File: src/rtl/bitcount_pkg.sv
// Shared constants and sizing helper for the population-count blocks.
package bitcount_pkg;

  localparam int BITCOUNT_DEFAULT_WIDTH = 4;

  // Bits needed to hold a count of 0..width, never less than one bit.
  function automatic int count_w(input int width);
    int w;
    w = $clog2(width + 1);
    return (w < 1) ? 1 : w;
  endfunction

endpackage

File: src/rtl/ones_count_tree.sv
// Combinational population count built as a balanced pairwise adder tree.
// Level 0 holds the individual input bits. Each higher level sums adjacent
// pairs from the level below, and an odd leftover node is passed up unchanged.
// Level l nodes are sized for a maximum count of 2**l, so no partial sum can
// overflow.
module ones_count_tree
  import bitcount_pkg::*;
#(
  parameter int WIDTH = BITCOUNT_DEFAULT_WIDTH,
  parameter int OUT_W = count_w(WIDTH)
) (
  input  logic [WIDTH-1:0] in_word,
  output logic [OUT_W-1:0] count
);

  localparam int LEVELS = (WIDTH <= 1) ? 0 : $clog2(WIDTH);

  for (genvar l = 0; l <= LEVELS; l++) begin : lvl
    localparam int N = (WIDTH + (1 << l) - 1) >> l;
    localparam int W = $clog2((1 << l) + 1);
    logic [W-1:0] node [N];

    if (l == 0) begin : g_leaf
      for (genvar i = 0; i < N; i++) begin : g_bit
        assign node[i] = in_word[i];
      end
    end else begin : g_sum
      localparam int NP = (WIDTH + (1 << (l - 1)) - 1) >> (l - 1);
      for (genvar i = 0; i < N; i++) begin : g_node
        if (2 * i + 1 < NP) begin : g_add
          assign node[i] = W'(lvl[l-1].node[2*i]) + W'(lvl[l-1].node[2*i+1]);
        end else begin : g_pass
          assign node[i] = W'(lvl[l-1].node[2*i]);
        end
      end
    end
  end

  // The root is at least as wide as OUT_W, which always covers WIDTH, so the
  // cast never discards a set bit.
  assign count = OUT_W'(lvl[LEVELS].node[0]);

endmodule

File: src/rtl/bitwise_ones_counter.sv
// Registered population count: the result appears one cycle after the word is
// accepted, and out_valid pulses once for each accepted word.
module bitwise_ones_counter
  import bitcount_pkg::*;
#(
  parameter int WIDTH = BITCOUNT_DEFAULT_WIDTH,
  parameter int OUT_W = count_w(WIDTH)
) (
  input  logic             clk,
  input  logic             rst,
  input  logic [WIDTH-1:0] In,
  input  logic             in_valid,
  output logic [OUT_W-1:0] out,
  output logic             out_valid
);

  logic [OUT_W-1:0] cnt;
  logic [OUT_W-1:0] out_d, out_q;
  logic             out_valid_d, out_valid_q;

  ones_count_tree #(
    .WIDTH (WIDTH),
    .OUT_W (OUT_W)
  ) u_tree (
    .in_word (In),
    .count   (cnt)
  );

  // Capture the count on an accepted word; otherwise hold the last count.
  always_comb begin
    out_d       = out_q;
    out_valid_d = in_valid;
    if (in_valid) out_d = cnt;
  end

  // Result registers. Reset wins over in_valid, so a word presented under reset is dropped.
  always_ff @(posedge clk) begin
    if (rst) begin
      out_q       <= '0;
      out_valid_q <= 1'b0;
    end else begin
      out_q       <= out_d;
      out_valid_q <= out_valid_d;
    end
  end

  assign out       = out_q;
  assign out_valid = out_valid_q;

endmodule

File: config.mk
export PLATFORM = sky130hd
export DESIGN_NAME = bitwise_ones_counter
export DESIGN_NICKNAME = d
export VERILOG_FILES = /design/src/rtl/bitcount_pkg.sv /design/src/rtl/ones_count_tree.sv /design/src/rtl/bitwise_ones_counter.sv
export SDC_FILE = /design/constraint.sdc
export NUM_CORES = 1
export LEC_CHECK = 0
export CAP_MARGIN = 20
export CORE_AREA = 10 10 47 49
export DETAILED_ROUTE_END_ITERATION = 8
export DIE_AREA = 0 0 57 59
export GPL_ROUTABILITY_DRIVEN = 0
export GPL_TIMING_DRIVEN = 0
export PLACE_DENSITY = 0.34
export SYNTH_ARGS = -nofsm -noshare
export SYNTH_HDL_FRONTEND = slang
export SYNTH_SLANG_ARGS = --single-unit
File: constraint.sdc
create_clock -name clk -period 1.87 [get_ports clk]
set_input_delay 0.374 -clock clk [delete_from_list [all_inputs] [get_ports clk]]
set_output_delay 0.374 -clock clk [all_outputs]
set_load 0.005 [all_outputs]
==> summary.txt, run 1 <==
STA
  • Setup violations, final: 0
  • Slew margin rel.: 0.864
  • Final period utilization: 0.896
  • Post-layout min period: around 1700 ps
  • Final-report hold violation count: 0
  • Skew final: 0 ps
  • Actual slew at the worst max-slew pin: slightly above 200 ps
  • Max frequency: 597 MHz
  • RSZ-0062 raised after global routing: false
  • Max-slew violation count: 0
  • Min Hold Slack: ~480 ps

Yosys
  • Avg Inst Size Synth: 10.1 um^2
  • EDFF count, synth: 0
  • Post-synthesis cell count: 19
  • Top-area cell type share of the netlist area: 0.418
  • Synthesized Nets: 29
  • Area leader, netlist: dfxtp_1
  • Most numerous cell in the Yosys netlist: inv_1
  • Number of synthesis warnings: 0
  • Yosys reg bits: 4
  • Synth cell count leaders: 5 x inv_1, 4 x dfxtp_1, 3 x mux2i_1, 3 x nor2_1, 2 x ha_1
  • Largest cells by area after synthesis: dfxtp_1 42%, mux2i_1 16%, ha_1 13%, fa_1 10%, inv_1 9.8%
  • Yosys cell types: 7
  • Dominant synthesized flop cell: dfxtp_1
  • Share of flip-flops with an asynchronous set or reset: 0
  • Sequential area share after synthesis: 0.418
  • Synthesized area: about 190 um^2

Pwr
  • PD cells: around 730 mW/mm^2
  • Pleak: 0.160 nW
  • Power Total: 0.253 mW
  • Peak VDD IR: between 0.2 and 0.3 mV

Worst setup path
  • WS Path Type: input port to flop
  • CP max FO: 1
  • CP required: 1990 ps
  • WP data arrival: 1790 ps
  • CP endpoint kind: flop
  • Crit start category: input port

Route
  • DR WL/cell: around 9.6 um
  • Vias: 162
  • Vias per cell: 3.38
  • Final ANT Viol Nets: 0
  • First-pass DRT Iterations: 1
  • Initial DRC Count: 0
  • Routed WL: between 400 and 500 um
  • Number of remaining DRC errors: 0

Layout
  • ANT cells: 0
  • Final net count: 44
  • Area Overhead vs Synth: 80.4%
  • Multi-input gate area: 108 um^2
  • Register area: 80.1 um^2
  • Fin area: 345 um^2
  • Share of cells above drive strength 1: 0.188
  • Fillers: 161
  • Final Util: 0.246

Floorplan
  • Die X: 57 um
  • Die height: 59 um
  • Die Area: around 0.0034 mm^2
  • Starting density of the core: 0.137
  • Cell row count: 14
  • I/O Pins: 11
  • Core area: 0.00140 mm^2

Clock tree
  • Max clock buf depth: 2
  • CTS H-Tree Depth: 1
  • CTS clock-pin slew for the worst setup and hold paths: 30 ps
  • Clk Tree Root Cell: clkbuf_4
  • Worst-skew pair later-pin latency: 230 ps
  • Post-CTS setup buffers: 0
  • Clock sink count: 4
  • CTS buffer count: 3
  • CTS tree: done

Global route
  • First-pass GRT wire length: 772 um
  • Largest net degree at the start of global routing: 5
  • Total track usage: 0.0324
  • GRT Residual Overflow: 0
  • Antenna violations before repair: 0
  • Vias in the first global route: 205

Outcome
  • Status: completed

Hold path
  • Hold WC Path Type: flop to flop

Placed design
  • DP Area: 312 um^2
  • PortBufs: 10

Run
  • Max-Cap Viols: 0
stage by stage:
step | TNS, ps | worst slack (ps) | std cells
2_1_floorplan | 0 | 206 | 19
4_1_cts | 0 | 195 | 48
5_1_grt | 0 | 118 | 48
6_report | 0 | 195 | 48
3_3_place_gp | -707 | -326 | 45
3_5_place_dp | -783 | -347 | 45
routing by layer:
layer,global-route usage,routed length [um],share of wire,vias to the layer above
met1,0.0320,209,0.45,71
met5,0,0,0,-
li1,-,-,-,83
met3,0.0193,51,0.11,0
met4,0.0503,0,0,0
met2,0.0372,201,0.44,8
cell families (layout without fill, tap and decap cells):
kind of cell	Yosys count	count (layout)	share of synthesized area
muxes	3	3	0.157
buffers and inverters	5	18	0.0980
and+or+nand+nor	4	4	0.0915
adders and majority gates	3	3	0.235
DFF	4	4	0.418
flip-flops by register name, indices dropped and copies added (netlist names):
register / flops
out_valid: 1
out: 3
path summary, 6_finish.rpt:
kind | startpoint | to | slack (ps) | depth (start not counted)
max | In[3] | out[1] | 200 | 8
min | out[2] | out[2] | 480 | 2
max reg2reg | out[0] | out[0] | 1260 | 2
min reg2reg | out[2] | out[2] | 480 | 2
worst max-delay path, cell delays in order:
cell and delay [ps]:
dlygate4sd2_1 210, inv_2 40, fa_1 530, inv_1 40, ha_2 170, ha_4 230
mux2i_1 130, nor2_1 60
placed cells by master (no fill, tap or decap):
master / count
clkbuf_4: 3
clkdlybuf4s50_1: 7
dfxtp_1: 4
dlygate4sd2_1: 3
fa_1: 1
ha_2: 1
ha_4: 1
inv_1: 4
inv_2: 1
mux2i_1: 3
nor2_1: 3
nor2b_1: 1
power breakdown:
group	total, mW	internal [mW]	switching, mW
clock	0.103	0.0715	0.0311
sequential	0.0952	0.0925	0.00268
combinational	0.0551	0.0337	0.0213
total	0.253	0.198	0.0551
repair_timing:
action	4_1_cts	5_1_grt
resized for setup	6	0
hold buffers	0	0
setup endpoints to repair	2	0
final cells by class:
class                           count  share of cell area
Clock buffer                        3              0.0652
Multi-Input combinational cell     10               0.312
Tap cell                           16              0.0580
Timing Repair Buffer               10               0.279
Sequential cell                     4               0.232
Inverter                            5              0.0543
No activity file was read; power rests on OpenSTA's default activity.
==> run 2, diff against run 1 <==
--- a/config.mk
+++ b/config.mk
@@ -5,12 +5,14 @@
 export SDC_FILE = /design/constraint.sdc
 export NUM_CORES = 1
 export LEC_CHECK = 0
+export ABC_CLOCK_PERIOD_IN_PS = 1870
 export CAP_MARGIN = 20
 export CORE_AREA = 10 10 47 49
 export DETAILED_ROUTE_END_ITERATION = 8
 export DIE_AREA = 0 0 57 59
 export GPL_ROUTABILITY_DRIVEN = 0
 export GPL_TIMING_DRIVEN = 0
+export MAX_ROUTING_LAYER = met4
 export PLACE_DENSITY = 0.34
 export SYNTH_ARGS = -nofsm -noshare
 export SYNTH_HDL_FRONTEND = slang
==> run 2 against run 1 <==
Sequential share of layout area unchanged. First-iteration DRC count unchanged. Core utilization unchanged. Largest cell class unchanged.
==> summary.txt, run 2 (synthesis results as in run 1) <==
STA
  • RSZ-0062 raised after global routing: false
  • Max-slew violation count: 0
  • Post-layout min period: 1670 ps
  • Actual slew at the worst max-slew pin: 204 ps
  • Setup violations, final: 0
  • Skew final: 0 ps
  • Worst Slack Setup Final: 195 ps
  • Final period utilization: 0.896
  • Slew margin rel.: 0.864
  • Max frequency: 597 MHz
  • Final setup TNS: 0 ps
  • Final-report hold violation count: 0

Placed design
  • Pre-CTS setup slack: -347 ps
  • Cells after DPL: 45
  • PortBufs: 10

Layout
  • Area Overhead vs Synth: 80.4%
  • Share of cells above drive strength 1: 0.188
  • Commonest non-fill, non-tap cell in the layout: clkdlybuf4s50_1
  • Max reg flops: 3
  • Non-filler cells, final: 48
  • Final net count: 44
  • Most frequent cells in the layout: 7 x clkdlybuf4s50_1, 4 x inv_1, 4 x dfxtp_1
  • Final Util: 0.246
  • ANT cells: 0

Clock tree
  • Clk Tree Root Cell: clkbuf_4
  • CTS buffer count: 3
  • CTS H-Tree Depth: 1
  • Clock sink count: 4
  • Max clock buf depth: 2
  • CTS clock-pin slew for the worst setup and hold paths: 30 ps
  • Worst-skew pair later-pin latency: 230 ps
  • CTS tree: done

Route
  • Vias: ~160
  • Routed WL: ~460 um
  • Vias per cell: 3.38
  • Number of remaining DRC errors: 0
  • First-pass DRT Iterations: 1
  • DR WL/cell: between 9 and 10 um
  • Initial DRC Count: 0
  • Final ANT Viol Nets: 0

Worst setup path
  • FF-to-FF path depth: 2
  • CP max FO: 1
  • Worst R2R Setup Slack: 1260 ps
  • WP data arrival: 1790 ps
  • CP required: 1990 ps
  • CP endpoint kind: flop
  • Crit start category: input port
  • WS Path Type: input port to flop
  • RR Endpoint: out[0]
  • Worst r2r src: out[0]

Floorplan
  • Starting density of the core: 0.137
  • Die height: 59 um
  • Die X: 57 um
  • Die Area: about 0.0034 mm^2
  • Core area: around 0.0014 mm^2
  • I/O Pins: 11
  • Cell row count: 14

Global route
  • First-pass GRT wire length: between 700 and 800 um
  • Most used routing layer: met4
  • Met2 Use GR: 0.0372
  • M1 GR Usage: 0.0343
  • M3 GR Usage: 0.0150
  • Vias in the first global route: 205
  • Total track usage: 0.0333
  • Antenna violations before repair: 0
  • GRT Residual Overflow: 0
  • Largest net degree at the start of global routing: 5

Pwr
  • Power Total: 0.253 mW
  • PD cells: 732 mW/mm^2
  • Peak VDD IR: 0.267 mV
  • Pleak: between 0.15 and 0.2 nW

Hold path
  • Hold Path Cell Cnt: 2
  • Min-delay src: out[2]
  • End of the worst hold path: out[2]
  • Hold WC Path Type: flop to flop

Outcome
  • Status: completed

Run
  • Max-Cap Viols: 0
run 2: cell counts in the layout (fill, tap and decap cells not counted):
Identical to the previous run, type by type.
run 2: worst max-delay path: stages:
cell and delay (ps):
dlygate4sd2_1 210, inv_2 40, fa_1 530, inv_1 40, ha_2 170, ha_4 230, mux2i_1 130, nor2_1 60
run 2: final cells by class:
type                       count  area [um^2]
fill                         161         1060
timing repair buffer          10         96.3
multi-input combinational     10          108
inverter                       5         18.8
sequential                     4         80.1
tap                           16         20.0
clock buffer                   3         22.5
run 2: per-stage QoR:
step | instance area [um^2] | hold WS, ps
after floorplan | 191 | 446
after global placement | 312 | 483
after detailed placement | 312 | 482
after CTS | 345 | 489
after global routing | 345 | 534
final | 345 | 481
run 2: worst max path at each step:
| stage | start | end | slack [ps] |
|---|---|---|---|
| floorplan | In[0] | out[1] | 210 |
| global placement | In[0] | out[1] | -330 |
| detailed placement | In[0] | out[1] | -350 |
| CTS | In[3] | out[1] | 200 |
| global route | In[3] | out[1] | 120 |
| finish | In[3] | out[1] | 200 |
run 2: per-layer routing:
metal  wire, um  part of all wire
met1        223              0.48
met2        201              0.44
met4          0                 0
met3         36             0.078
met5          0                 0
run 2: timing repair:
item | 4_1_cts | 5_1_grt
setup endpoints to repair | 2 | 0
hold buffers | 0 | 0
setup buffers | 0 | 0
gates resized for setup | 6 | 0
run 2: report_power, final:
group,switching [mW],total (mW),internal (mW),leakage (nW)
registers,0.00269,0.0952,0.0925,0.0330
logic,0.0215,0.0552,0.0337,0.113
clock network,0.0311,0.103,0.0715,0.0138
total,0.0552,0.253,0.198,0.160
